## src/rtl/dmu_pkg.sv

```systemverilog
// Shared types for the data memory unit: FSM states, access sizes, Funct3 codes.
// Pure declarations and helpers, no logic of its own.
// Imported by data_mem_unit and dmu_lane_align.
package dmu_pkg;

  typedef enum logic [1:0] {
    ST_IDLE = 2'd0,
    ST_REQ  = 2'd1,
    ST_WAIT = 2'd2,
    ST_DONE = 2'd3
  } dmu_state_e;

  typedef enum logic [1:0] {
    SZ_B = 2'd0,
    SZ_H = 2'd1,
    SZ_W = 2'd2
  } size_e;

  localparam logic [2:0] F3_B  = 3'b000;
  localparam logic [2:0] F3_H  = 3'b001;
  localparam logic [2:0] F3_W  = 3'b010;
  localparam logic [2:0] F3_BU = 3'b100;
  localparam logic [2:0] F3_HU = 3'b101;

  // Undefined encodings (011, 110, 111) fall through to a full-word access.
  function automatic size_e f3_size(input logic [2:0] f3);
    case (f3)
      F3_B, F3_BU: f3_size = SZ_B;
      F3_H, F3_HU: f3_size = SZ_H;
      default:     f3_size = SZ_W;
    endcase
  endfunction

endpackage

```

## src/rtl/dmu_lane_align.sv

```systemverilog
// Lane steering: shifts store data into its byte lane and builds byte enables;
// extracts and sign/zero-extends load data. Purely combinational, no state.
// Ports: i_size/i_unsigned/i_addr_lo select the lane; i_store_data -> o_wdata/o_be;
//        i_load_word -> o_load_data.
module dmu_lane_align
  import dmu_pkg::*;
#(
  parameter int WIDTH = 32
) (
  input  logic [1:0]         i_addr_lo,
  input  size_e              i_size,
  input  logic               i_unsigned,
  input  logic [WIDTH-1:0]   i_store_data,
  input  logic [WIDTH-1:0]   i_load_word,
  output logic [WIDTH-1:0]   o_wdata,
  output logic [WIDTH/8-1:0] o_be,
  output logic [WIDTH-1:0]   o_load_data
);

  localparam int BEW = WIDTH / 8;

  logic [4:0]       w_byte_sh;
  logic [4:0]       w_half_sh;
  logic [WIDTH-1:0] w_ld_b;
  logic [WIDTH-1:0] w_ld_h;

  // Bit offsets of the selected byte / halfword inside the word.
  assign w_byte_sh = {i_addr_lo, 3'b000};
  assign w_half_sh = {i_addr_lo[1], 4'b0000};

  assign w_ld_b = i_load_word >> w_byte_sh;
  assign w_ld_h = i_load_word >> w_half_sh;

  always_comb begin
    o_wdata     = i_store_data;
    o_be        = {BEW{1'b1}};
    o_load_data = i_load_word;
    case (i_size)
      SZ_B: begin
        o_wdata     = WIDTH'(i_store_data[7:0]) << w_byte_sh;
        o_be        = BEW'(1) << i_addr_lo;
        o_load_data = {{(WIDTH-8){~i_unsigned & w_ld_b[7]}}, w_ld_b[7:0]};
      end
      SZ_H: begin
        o_wdata     = WIDTH'(i_store_data[15:0]) << w_half_sh;
        o_be        = BEW'(3) << {i_addr_lo[1], 1'b0};
        o_load_data = {{(WIDTH-16){~i_unsigned & w_ld_h[15]}}, w_ld_h[15:0]};
      end
      default: begin
        o_wdata     = i_store_data;
        o_be        = {BEW{1'b1}};
        o_load_data = i_load_word;
      end
    endcase
  end

endmodule

```

## src/rtl/data_mem_unit.sv

```systemverilog
// Load/store stage: runs B/H/W accesses over a req/gnt/rvalid bus and returns the
// registered, extended load result. Ports: core side (read_en, write_en, Funct3,
// Mem_addr_out, RS2_data_out -> dmu_out_data, dmu_valid, stall, bus_err), bus side
// (mem_* signals). Optional MISALIGN_TRAP_EN adds misalign_err and skips the bus
// for misaligned H/W accesses; without it low address bits are ignored.
module data_mem_unit
  import dmu_pkg::*;
#(
  parameter int WIDTH          = 32,
  parameter int TIMEOUT_CYCLES = 255
) (
  input  logic               clk,
  input  logic               rst,
  input  logic               read_en,
  input  logic               write_en,
  input  logic [2:0]         Funct3,
  input  logic [WIDTH-1:0]   Mem_addr_out,
  input  logic [WIDTH-1:0]   RS2_data_out,
  output logic [WIDTH-1:0]   dmu_out_data,
  output logic               dmu_valid,
  output logic               stall,
  output logic               bus_err,
  output logic               mem_req,
  output logic               mem_we,
  output logic [WIDTH-1:0]   mem_addr,
  output logic [WIDTH-1:0]   mem_wdata,
  output logic [WIDTH/8-1:0] mem_be,
  input  logic               mem_gnt,
  input  logic               mem_rvalid,
  input  logic [WIDTH-1:0]   mem_rdata
`ifdef MISALIGN_TRAP_EN
  ,
  output logic               misalign_err
`endif
);

  localparam int CW = $clog2(TIMEOUT_CYCLES + 1);

  dmu_state_e       r_state, w_next;
  logic [WIDTH-1:0] r_addr;
  logic [WIDTH-1:0] r_wdata;
  logic [2:0]       r_f3;
  logic             r_we;
  logic [CW-1:0]    r_cnt;
  logic             r_timeout;
  logic             r_misalign;
  logic [WIDTH-1:0] r_dout;

  logic             w_start;
  logic             w_misalign;
  logic             w_tmo_hit;
  logic             w_load_cap;
  logic             w_tmo_abort;
  logic             w_in_req;
  logic [WIDTH-1:0] w_wdata;
  logic [WIDTH/8-1:0] w_be;
  logic [WIDTH-1:0] w_load_data;

  assign w_start   = read_en | write_en;
  assign w_in_req  = (r_state == ST_REQ);
  assign w_tmo_hit = (r_cnt >= CW'(TIMEOUT_CYCLES - 1));

`ifdef MISALIGN_TRAP_EN
  // Misalignment is judged on the live inputs so the access never reaches the bus.
  assign w_misalign = (r_state == ST_IDLE) & w_start &
                      (((f3_size(Funct3) == SZ_H) & Mem_addr_out[0]) |
                       ((f3_size(Funct3) == SZ_W) & (Mem_addr_out[1:0] != 2'b00)));
  assign misalign_err = r_misalign;
`else
  assign w_misalign = 1'b0;
`endif

  // A load completes either on rvalid in WAIT or on rvalid arriving with gnt.
  assign w_load_cap = ~r_we & ((w_in_req & mem_gnt & mem_rvalid) |
                               ((r_state == ST_WAIT) & mem_rvalid));

  // Timeout only aborts when the bus did not make progress in that same cycle.
  assign w_tmo_abort = w_tmo_hit & ((w_in_req & ~mem_gnt) |
                                    ((r_state == ST_WAIT) & ~mem_rvalid));

  always_comb begin
    w_next = r_state;
    case (r_state)
      ST_IDLE: if (w_start) w_next = w_misalign ? ST_DONE : ST_REQ;
      ST_REQ: begin
        if (mem_gnt)          w_next = (r_we | mem_rvalid) ? ST_DONE : ST_WAIT;
        else if (w_tmo_abort) w_next = ST_DONE;
      end
      ST_WAIT: if (mem_rvalid | w_tmo_abort) w_next = ST_DONE;
      default: w_next = ST_IDLE;
    endcase
  end

  always_ff @(posedge clk or posedge rst) begin
    if (rst) begin
      r_state    <= ST_IDLE;
      r_addr     <= '0;
      r_wdata    <= '0;
      r_f3       <= '0;
      r_we       <= 1'b0;
      r_cnt      <= '0;
      r_timeout  <= 1'b0;
      r_misalign <= 1'b0;
      r_dout     <= '0;
    end else begin
      r_state    <= w_next;
      // Both flags are high only for the single DONE cycle that follows their cause.
      r_timeout  <= w_tmo_abort;
      r_misalign <= w_misalign;
      if (r_state == ST_IDLE) begin
        r_cnt <= '0;
        if (w_start) begin
          r_addr  <= Mem_addr_out;
          r_wdata <= RS2_data_out;
          r_f3    <= Funct3;
          r_we    <= write_en;
        end
      end else if ((r_state == ST_REQ) || (r_state == ST_WAIT)) begin
        r_cnt <= r_cnt + CW'(1);
      end
      if (w_load_cap)                r_dout <= w_load_data;
      else if (w_tmo_abort && !r_we) r_dout <= '0;
    end
  end

  dmu_lane_align #(.WIDTH(WIDTH)) u_lane (
    .i_addr_lo    (r_addr[1:0]),
    .i_size       (f3_size(r_f3)),
    .i_unsigned   (r_f3[2]),
    .i_store_data (r_wdata),
    .i_load_word  (mem_rdata),
    .o_wdata      (w_wdata),
    .o_be         (w_be),
    .o_load_data  (w_load_data)
  );

  // Bus outputs are zero outside REQ so the bus sees nothing stale.
  assign mem_req   = w_in_req;
  assign mem_we    = w_in_req & r_we;
  assign mem_addr  = w_in_req ? {r_addr[WIDTH-1:2], 2'b00} : '0;
  assign mem_wdata = (w_in_req & r_we) ? w_wdata : '0;
  assign mem_be    = (w_in_req & r_we) ? w_be : '0;

  assign dmu_out_data = r_dout;
  assign dmu_valid    = (r_state == ST_DONE);
  assign bus_err      = r_timeout;
  // rst gates stall so the core is released the instant an access is abandoned.
  assign stall        = ~rst & (((r_state == ST_IDLE) & w_start) | w_in_req |
                                (r_state == ST_WAIT));

endmodule

```

## config.mk

```make
export PLATFORM = sky130hd
export DESIGN_NAME = data_mem_unit
export DESIGN_NICKNAME = d
export VERILOG_FILES = /design/src/rtl/dmu_pkg.sv /design/src/rtl/dmu_lane_align.sv /design/src/rtl/data_mem_unit.sv
export SDC_FILE = /design/constraint.sdc
export NUM_CORES = 1
export LEC_CHECK = 0
export CAP_MARGIN = 0
export CELL_PAD_IN_SITES_DETAIL_PLACEMENT = 0
export CELL_PAD_IN_SITES_GLOBAL_PLACEMENT = 1
export CORE_MARGIN = 5
export CORE_UTILIZATION = 31
export DETAILED_ROUTE_END_ITERATION = 6
export GPL_TIMING_DRIVEN = 1
export PLACE_DENSITY_LB_ADDON = 0.1
export SLEW_MARGIN = 20
export SYNTH_ARGS = -nofsm -noshare
export SYNTH_HDL_FRONTEND = slang
export SYNTH_SLANG_ARGS = --single-unit
```

## constraint.sdc

```tcl
create_clock -name clk -period 3.52 [get_ports clk]
set_input_delay 0.528 -clock clk [delete_from_list [all_inputs] [get_ports clk]]
set_output_delay 0.528 -clock clk [all_outputs]
set_load 0.005 [all_outputs]
```

==> results.py, run 1 <==
metrics = {
    "power": {
        "vdd_ir_drop_max_uv": 319,
        "p_total_mw": 6.69,
        "power.density_nw_per_um2": 811,
        "cellLeakagePower_nw": 3.30,
    },
    "route": {
        "antenna_violating_nets_post_route": 0,
        "post_drt_via_cell_ratio": 5.11,
        "drtPass1Iterations": 4,
        "post_drt_wl_per_cell_um": 19.9,
        "detail_route.wirelength_mm": 18.3,
        "via_count": 4712,
        "drt_iter0_drc": 297,
        "detail_route.drc_violations": 0,
    },
    "yosys": {
        "synth_cell_types": 52,
        "combinational_family_with_the_most_area_after_synthesis": "compound AO/OA/AOI/OAI gates",
        "yosys_warnings": 0,
        "synth_top_cell_area_share_pct": 48.7,
        "synth_compound_gate_area_share_pct": 16.6,
        "synth_top_area_cell": "dfrtp_1",
        "ys_seq_area_share_pct": 48.7,
        "post_synth_mux_area_share_pct": 15.0,
        "synth_xor_area_share_pct": 0.461,
        "synthAdderAreaFrac_pct": 1.54,
        "synth_simple_gate_area_share_pct": 13.2,
        "synth.cell_area_um2": 5710,
        "syn_inst": 499,
        "ys_seq_elements": 111,
        "synth_top_area_cells": "dfrtp_1 49%, mux2_2 14%, and2_1 4.3%",
        "postSynthAreaPerCell_um2": 11.4,
    },
    "global_route": {
        "grt.met3_usage_pct": 6.51,
        "first_pass_grt_wire_length_mm": 29.3,
        "gr-max-usage-layer": "met2",
        "gr-usage-all-layers_pct": 17.1,
        "met2_track_usage_gr_pct": 27.6,
        "groute.layer.met1.usage_pct": 22.0,
        "vias_in_the_first_global_route": 5138,
        "grt_max_degree": 79,
        "global_route.overflow_total": 0,
        "antenna_found_initial": 0,
    },
    "worst_setup_path": {
        "cp_data_required_time_ns": 2.99,
        "critical_path.max_fanout": 11,
        "critical_path_end_type": "primary output",
        "logic_depth_of_the_worst_register_to_register_path": 8,
        "r2r_setup_slack_ns": 0.94,
        "r2r_end": "dmu_out_data[16]",
        "timing_worst_setup_path_type": "register to primary output",
        "worst_setup_path_endpoint": "mem_wdata[0]",
        "critical_path_arrival_ns": 2.74,
        "reg2reg_from": "r_state[1]",
        "timing.critical_path.from": "r_f3[0]",
        "cp-start-kind": "register",
    },
    "final_layout": {
        "post_route_cells_drive_above_1_share_pct": 17.1,
        "area_delta_synth_final_pct": 44.7,
        "insertedDiodeCount": 0,
        "design_area_um2": 8260,
        "fin_cells": 923,
        "finish.utilization_pct": 45.8,
        "nets": 801,
    },
    "cts": {
        "numClockSinks": 111,
        "worst_skew_pair.late_latency_ns": 0.35,
        "cts_setup_buffers": 0,
        "ctsRootBufferMaster": "clkbuf_16",
        "h_tree_levels": 3,
        "ctsLongestPathBuffers": 2,
        "cts.clk_slew.worst_paths_ns": 0.08,
        "post_cts.resized_instances": 0,
        "cts-hold-fix-buffers": 0,
        "numCtsBuffers": 9,
        "cts_tree": "built",
    },
    "timing": {
        "timing.final.crit_period_ns": 3.26,
        "worstMarginPinSlew_ns": 1.03,
        "final.setup_skew_ns": 0.0102,
        "final-setup-viol-count": 0,
        "period_share_pct": 92.7,
        "rsz0062_at_grt": "false",
        "drv_slew": 0,
        "achievable-frequency_ghz": 0.306,
        "timing.final.ws_setup_ns": 0.256,
        "hold_ws_ns": 0.496,
        "timing.max_slew.rel_slack_pct": 31.2,
        "final_hold_vio_count": 0,
        "final.setup.tns_ns": 0,
    },
    "floorplan": {
        "floorplan.die.width_um": 146,
        "row_count": 49,
        "design.portCount": 210,
        "floorplan.initialDensity_pct": 31.7,
        "std_cell_core_area_um2": 18000,
        "die-height_um": 146,
        "fp.dieArea_um2": 21200,
    },
    "place": {
        "post-dp-hpwl_mm": 13.6,
        "placed_cells_incl_taps": 907,
        "port_buffers": 207,
        "placement.setup.worst_slack_ns": 0.638,
        "detailed_place.area_um2": 7960,
        "gp_congestion": 0.805,
    },
    "hold_path": {
        "worst_hold_path_type": "register to register",
    },
    "run": {
        "max_capacitance_violation_total": 0,
    },
    "status": {
        "result_of_the_run": "finished, final reports clean",
    },
}
==> cell type report <==
| cell class | instances | area (um^2) |
|---|---|---|
| well taps | 229 | 287 |
| fillers | 1716 | 9770 |
| flip-flops and latches | 111 | 2780 |
| repair buffers | 218 | 2170 |
| inverters | 10 | 40.0 |
| clock buffers | 10 | 239 |
| clock inverters | 6 | 57.6 |
| multi-input cells | 339 | 2690 |
==> how the worst min path moves through the flow <==
stage / from / end / slack, ns / cells after the start
after floorplan: r_addr[10] / r_addr[10] / 0.47 / 1
after global placement: dmu_out_data[10] / dmu_out_data[10] / 0.48 / 1
after detailed placement: dmu_out_data[10] / dmu_out_data[10] / 0.48 / 1
after CTS: dmu_out_data[9] / dmu_out_data[9] / 0.50 / 1
after global routing: dmu_out_data[13] / dmu_out_data[13] / 0.51 / 1
final: dmu_out_data[14] / dmu_out_data[14] / 0.50 / 1
==> Yosys cell counts (all sizes together) <==
cell / count
dfrtp: 111
mux2: 73
nor2: 42
and2: 39
a22oi: 25
a221o: 23
buf: 23
nand3: 19
clkbuf: 17
o2bb2ai: 16
nand2: 15
inv: 9
a211oi: 8
a22o: 8
nand2b: 8
ha: 7
nor3: 7
a21oi: 6
a31oi: 6
o21ai: 6
nor2b: 4
xnor2: 3
a21o: 2
nor4b: 2
o31ai: 2
a21boi: 1
a222oi: 1
a32o: 1
a41oi: 1
and3b: 1
clkinv: 1
conb: 1
mux2i: 1
mux4: 1
nand3b: 1
nand4b: 1
nor4: 1
o2111ai: 1
o21bai: 1
o22ai: 1
o41a: 1
or2: 1
or2b: 1
==> flip-flops by register name, indices dropped and copies added (netlist names) <==
| register | flops |
|---|---|
| bus_err | 1 |
| dmu_out_data | 32 |
| r_addr | 32 |
| r_cnt | 8 |
| r_f3 | 3 |
| r_state | 2 |
| r_wdata | 32 |
| r_we | 1 |
==> where the power goes <==
group	internal [mW]	total (mW)	switching (mW)
logic	1.88	3.29	1.41
clock network	0.519	1.03	0.513
registers	1.88	2.37	0.490
==> placed cells by master (no fill, tap or decap), drive strengths merged, types with 2 or more instances in the layout <==
master,synthesis,final
inv,9,13
o21ai,6,6
a211oi,8,8
clkbuf,17,10
nor4b,2,2
nor2,42,42
conb,1,2
nand3,19,19
a22oi,25,25
buf,23,11
a21o,2,2
nor2b,4,4
o31ai,2,2
nand2,15,15
a21oi,6,6
a22o,8,8
xnor2,3,3
clkdlybuf4s50,0,207
ha,7,7
a221o,23,23
mux2,73,73
dfrtp,111,111
nand2b,8,8
and2,39,39
clkinv,1,3
nor3,7,7
o2bb2ai,16,16
a31oi,6,6
==> worst max-delay path, stage by stage (launching register included) <==
cell	delay, ns
dfrtp_1	0.53
nand2b_1	0.39
a21oi_1	0.15
nor2_1	0.58
and2_1	0.22
clkdlybuf4s50_1	0.51
==> metal layers <==
metal	vias up	routed length (um)
met5	-	0
li1	2199	-
met1	2338	7880
met3	12	1560
met4	0	200
met2	163	8680
==> cell families (layout without fill, tap and decap cells) <==
group	Yosys count	after routing
flops	111	111
xor+xnor	3	3
buf+inv	50	244
mux	75	75
simple gates	142	142
fa+ha+maj	7	7
other cells	1	2
compound gates	110	110
Power figures use the tool's default switching activity.
==> run 2: changes to the inputs <==
--- a/config.mk
+++ b/config.mk
@@ -5,6 +5,7 @@
 export SDC_FILE = /design/constraint.sdc
 export NUM_CORES = 1
 export LEC_CHECK = 0
+export ABC_CLOCK_PERIOD_IN_PS = 3520
 export CAP_MARGIN = 0
 export CELL_PAD_IN_SITES_DETAIL_PLACEMENT = 0
 export CELL_PAD_IN_SITES_GLOBAL_PLACEMENT = 1
==> results of run 2 <==
Final layout, timing and power as in run 1 (identical DEF).
==> run 3: changes to the inputs <==
--- a/config.mk
+++ b/config.mk
@@ -10,7 +10,8 @@
 export CELL_PAD_IN_SITES_DETAIL_PLACEMENT = 0
 export CELL_PAD_IN_SITES_GLOBAL_PLACEMENT = 1
 export CORE_MARGIN = 5
-export CORE_UTILIZATION = 31
+export CORE_UTILIZATION = 32
+export CTS_BUF_LIST = sky130_fd_sc_hd__clkbuf_8
 export DETAILED_ROUTE_END_ITERATION = 6
 export GPL_TIMING_DRIVEN = 1
 export PLACE_DENSITY_LB_ADDON = 0.1
==> results.py, run 3 (synthesized netlist as in run 1, its figures left out) <==
metrics = {
    "status": {
        "result_of_the_run": "finished, final reports clean",
    },
    "cts": {
        "cts.clk_slew.worst_paths_ns": 0.10,
        "ctsRootBufferMaster": "clkbuf_8",
        "post_cts.resized_instances": 0,
        "worst_skew_pair.late_latency_ns": 0.38,
        "numClockSinks": 111,
        "cts_setup_buffers": 0,
        "numCtsBuffers": 9,
        "h_tree_levels": 3,
        "cts_tree": "built",
        "cts-hold-fix-buffers": 0,
        "ctsLongestPathBuffers": 2,
    },
    "final_layout": {
        "final_cell_mix": "207 x clkdlybuf4s50_1, 111 x dfrtp_1, 73 x mux2_2",
        "fin_cells": 922,
        "finish.utilization_pct": 46.9,
        "nets": 804,
        "num-fill-cells": 1655,
        "post_route_cells_drive_above_1_share_pct": 17.5,
        "area_delta_synth_final_pct": 43.0,
        "insertedDiodeCount": 0,
        "most_frequent_standard_cell_in_the_layout_excluding_fill_and_tap_cells": "clkdlybuf4s50_1",
    },
    "timing": {
        "rsz0062_at_grt": "false",
        "final_hold_vio_count": 0,
        "timing.final.crit_period_ns": 3.19,
        "final-setup-viol-count": 0,
        "timing.final.ws_setup_ns": 0.329,
        "drv_slew": 0,
        "worstMarginPinSlew_ns": 1.05,
        "achievable-frequency_ghz": 0.313,
        "timing.max_slew.rel_slack_pct": 29.9,
        "final.setup.tns_ns": 0,
        "period_share_pct": 90.6,
        "final.setup_skew_ns": 0.0113,
    },
    "worst_setup_path": {
        "timing_worst_setup_path_type": "register to primary output",
        "critical_path_arrival_ns": 2.66,
        "crit_family": "buffers and inverters",
        "cp_data_required_time_ns": 2.99,
        "critical_path.max_fanout": 11,
        "critical_path_end_type": "primary output",
        "critPathBufInv": 3,
        "crit_path_cell_trace": "buf_4, nor4b_2, buf_4, a22oi_1, nor2_1, clkdlybuf4s50_1",
        "slowest_stage_delay_on_critical_path_ns": 0.56,
        "r2r_setup_slack_ns": 0.81,
        "critical_path.slowest_cell": "nor4b_2",
        "critPathMostFrequentCell": "buf_4",
        "cp-start-kind": "register",
    },
    "global_route": {
        "gr-max-usage-layer": "met2",
        "vias_in_the_first_global_route": 5011,
        "grt_max_degree": 69,
        "grt.met3_usage_pct": 5.39,
        "groute.layer.met1.usage_pct": 23.5,
        "met2_track_usage_gr_pct": 28.4,
        "global_route.overflow_total": 0,
        "gr-usage-all-layers_pct": 17.6,
        "first_pass_grt_wire_length_mm": 28.4,
        "antenna_found_initial": 0,
    },
    "power": {
        "cellLeakagePower_nw": 3.27,
        "power.share.sequential_pct": 36.3,
        "power.share.switching_pct": 36.3,
        "power_report.internal_total_mw": 4.10,
        "switching_power_mw": 2.34,
        "power.share.clock_pct": 12.3,
        "vdd_ir_drop_max_uv": 313,
        "power.density_nw_per_um2": 789,
        "power.share.combinational_pct": 51.4,
    },
    "route": {
        "detail_route.drc_violations": 0,
        "drtPass1Iterations": 5,
        "detail_route.wirelength_mm": 18.1,
        "via_count": 4658,
        "drt_iter0_drc": 215,
        "post_drt_wl_per_cell_um": 19.7,
        "antenna_violating_nets_post_route": 0,
        "post_drt_via_cell_ratio": 5.05,
    },
    "floorplan": {
        "die-height_um": 144,
        "floorplan.die.width_um": 144,
        "design.portCount": 210,
        "fp.dieArea_um2": 20600,
        "row_count": 48,
        "std_cell_core_area_um2": 17400,
        "floorplan.initialDensity_pct": 32.8,
    },
    "place": {
        "port_buffers": 207,
        "gp_congestion": 0.774,
        "placement.setup.worst_slack_ns": 0.773,
        "post-dp-hpwl_mm": 13.6,
        "placed_cells_incl_taps": 906,
    },
    "hold_path": {
        "worst_hold_path_type": "register to register",
    },
    "run": {
        "max_capacitance_violation_total": 0,
    },
}
run 3: layout make-up:
class	instances	area (um^2)	area share, %
Sequential cell	111	2780	34.0
Multi-Input combinational cell	339	2690	33.0
Timing Repair Buffer	221	2180	26.7
Tap cell	225	282	3.45
Clock buffer	9	124	1.52
Clock inverter	7	70.1	0.859
Inverter	10	40.0	0.491
run 3: path summary, 6_finish.rpt:
kind / cells past startpoint / endpoint / from
min in group asynchronous: 2 / r_addr[6] / rst
setup reg to reg: 8 / dmu_out_data[28] / r_state[1]
max in group asynchronous: 3 / dmu_out_data[17] / rst
setup / recovery: 6 / mem_wdata[11] / r_f3[0]
hold / removal: 1 / r_addr[2] / r_addr[2]
hold reg to reg: 1 / r_addr[2] / r_addr[2]
run 3: worst reg2reg max path: stages, from the launching register on:
cell and delay [ns]:
dfrtp_1 0.44, inv_1 0.11, ha_1 0.18, buf_4 0.32, a21o_1 0.19, nand3b_1 0.12
buf_4 0.21, nor2_1 0.80, a221o_1 0.29
run 3: routing by layer:
layer | vias up | wire [um] | share of wire [%]
met2 | 154 | 8510 | 47
met1 | 2282 | 7950 | 44
met3 | 10 | 1520 | 8.4
met5 | - | 0 | 0
met4 | 0 | 149 | 0.82
li1 | 2212 | - | -
run 3: per-stage QoR:
stage / instance area, um^2 / total power [mW] / hold WS (ns)
3_5_place_dp: 7970 / 5.72 / 0.483
6_report: 8160 / 6.44 / 0.508
5_1_grt: 8160 / 6.92 / 0.520
2_1_floorplan: 5710 / 4.30 / 0.471
3_3_place_gp: 7970 / 5.65 / 0.479
4_1_cts: 8160 / 6.54 / 0.512
run 3: power groups by stage:
| stage | registers (mW) | logic, mW | clock network [mW] |
|---|---|---|---|
| floorplan | 2.20 | 2.09 | 0 |
| global placement | 2.36 | 3.28 | 0 |
| detailed placement | 2.38 | 3.34 | 0 |
| CTS | 2.35 | 3.36 | 0.833 |
| global route | 2.42 | 3.62 | 0.880 |
| finish | 2.34 | 3.31 | 0.790 |
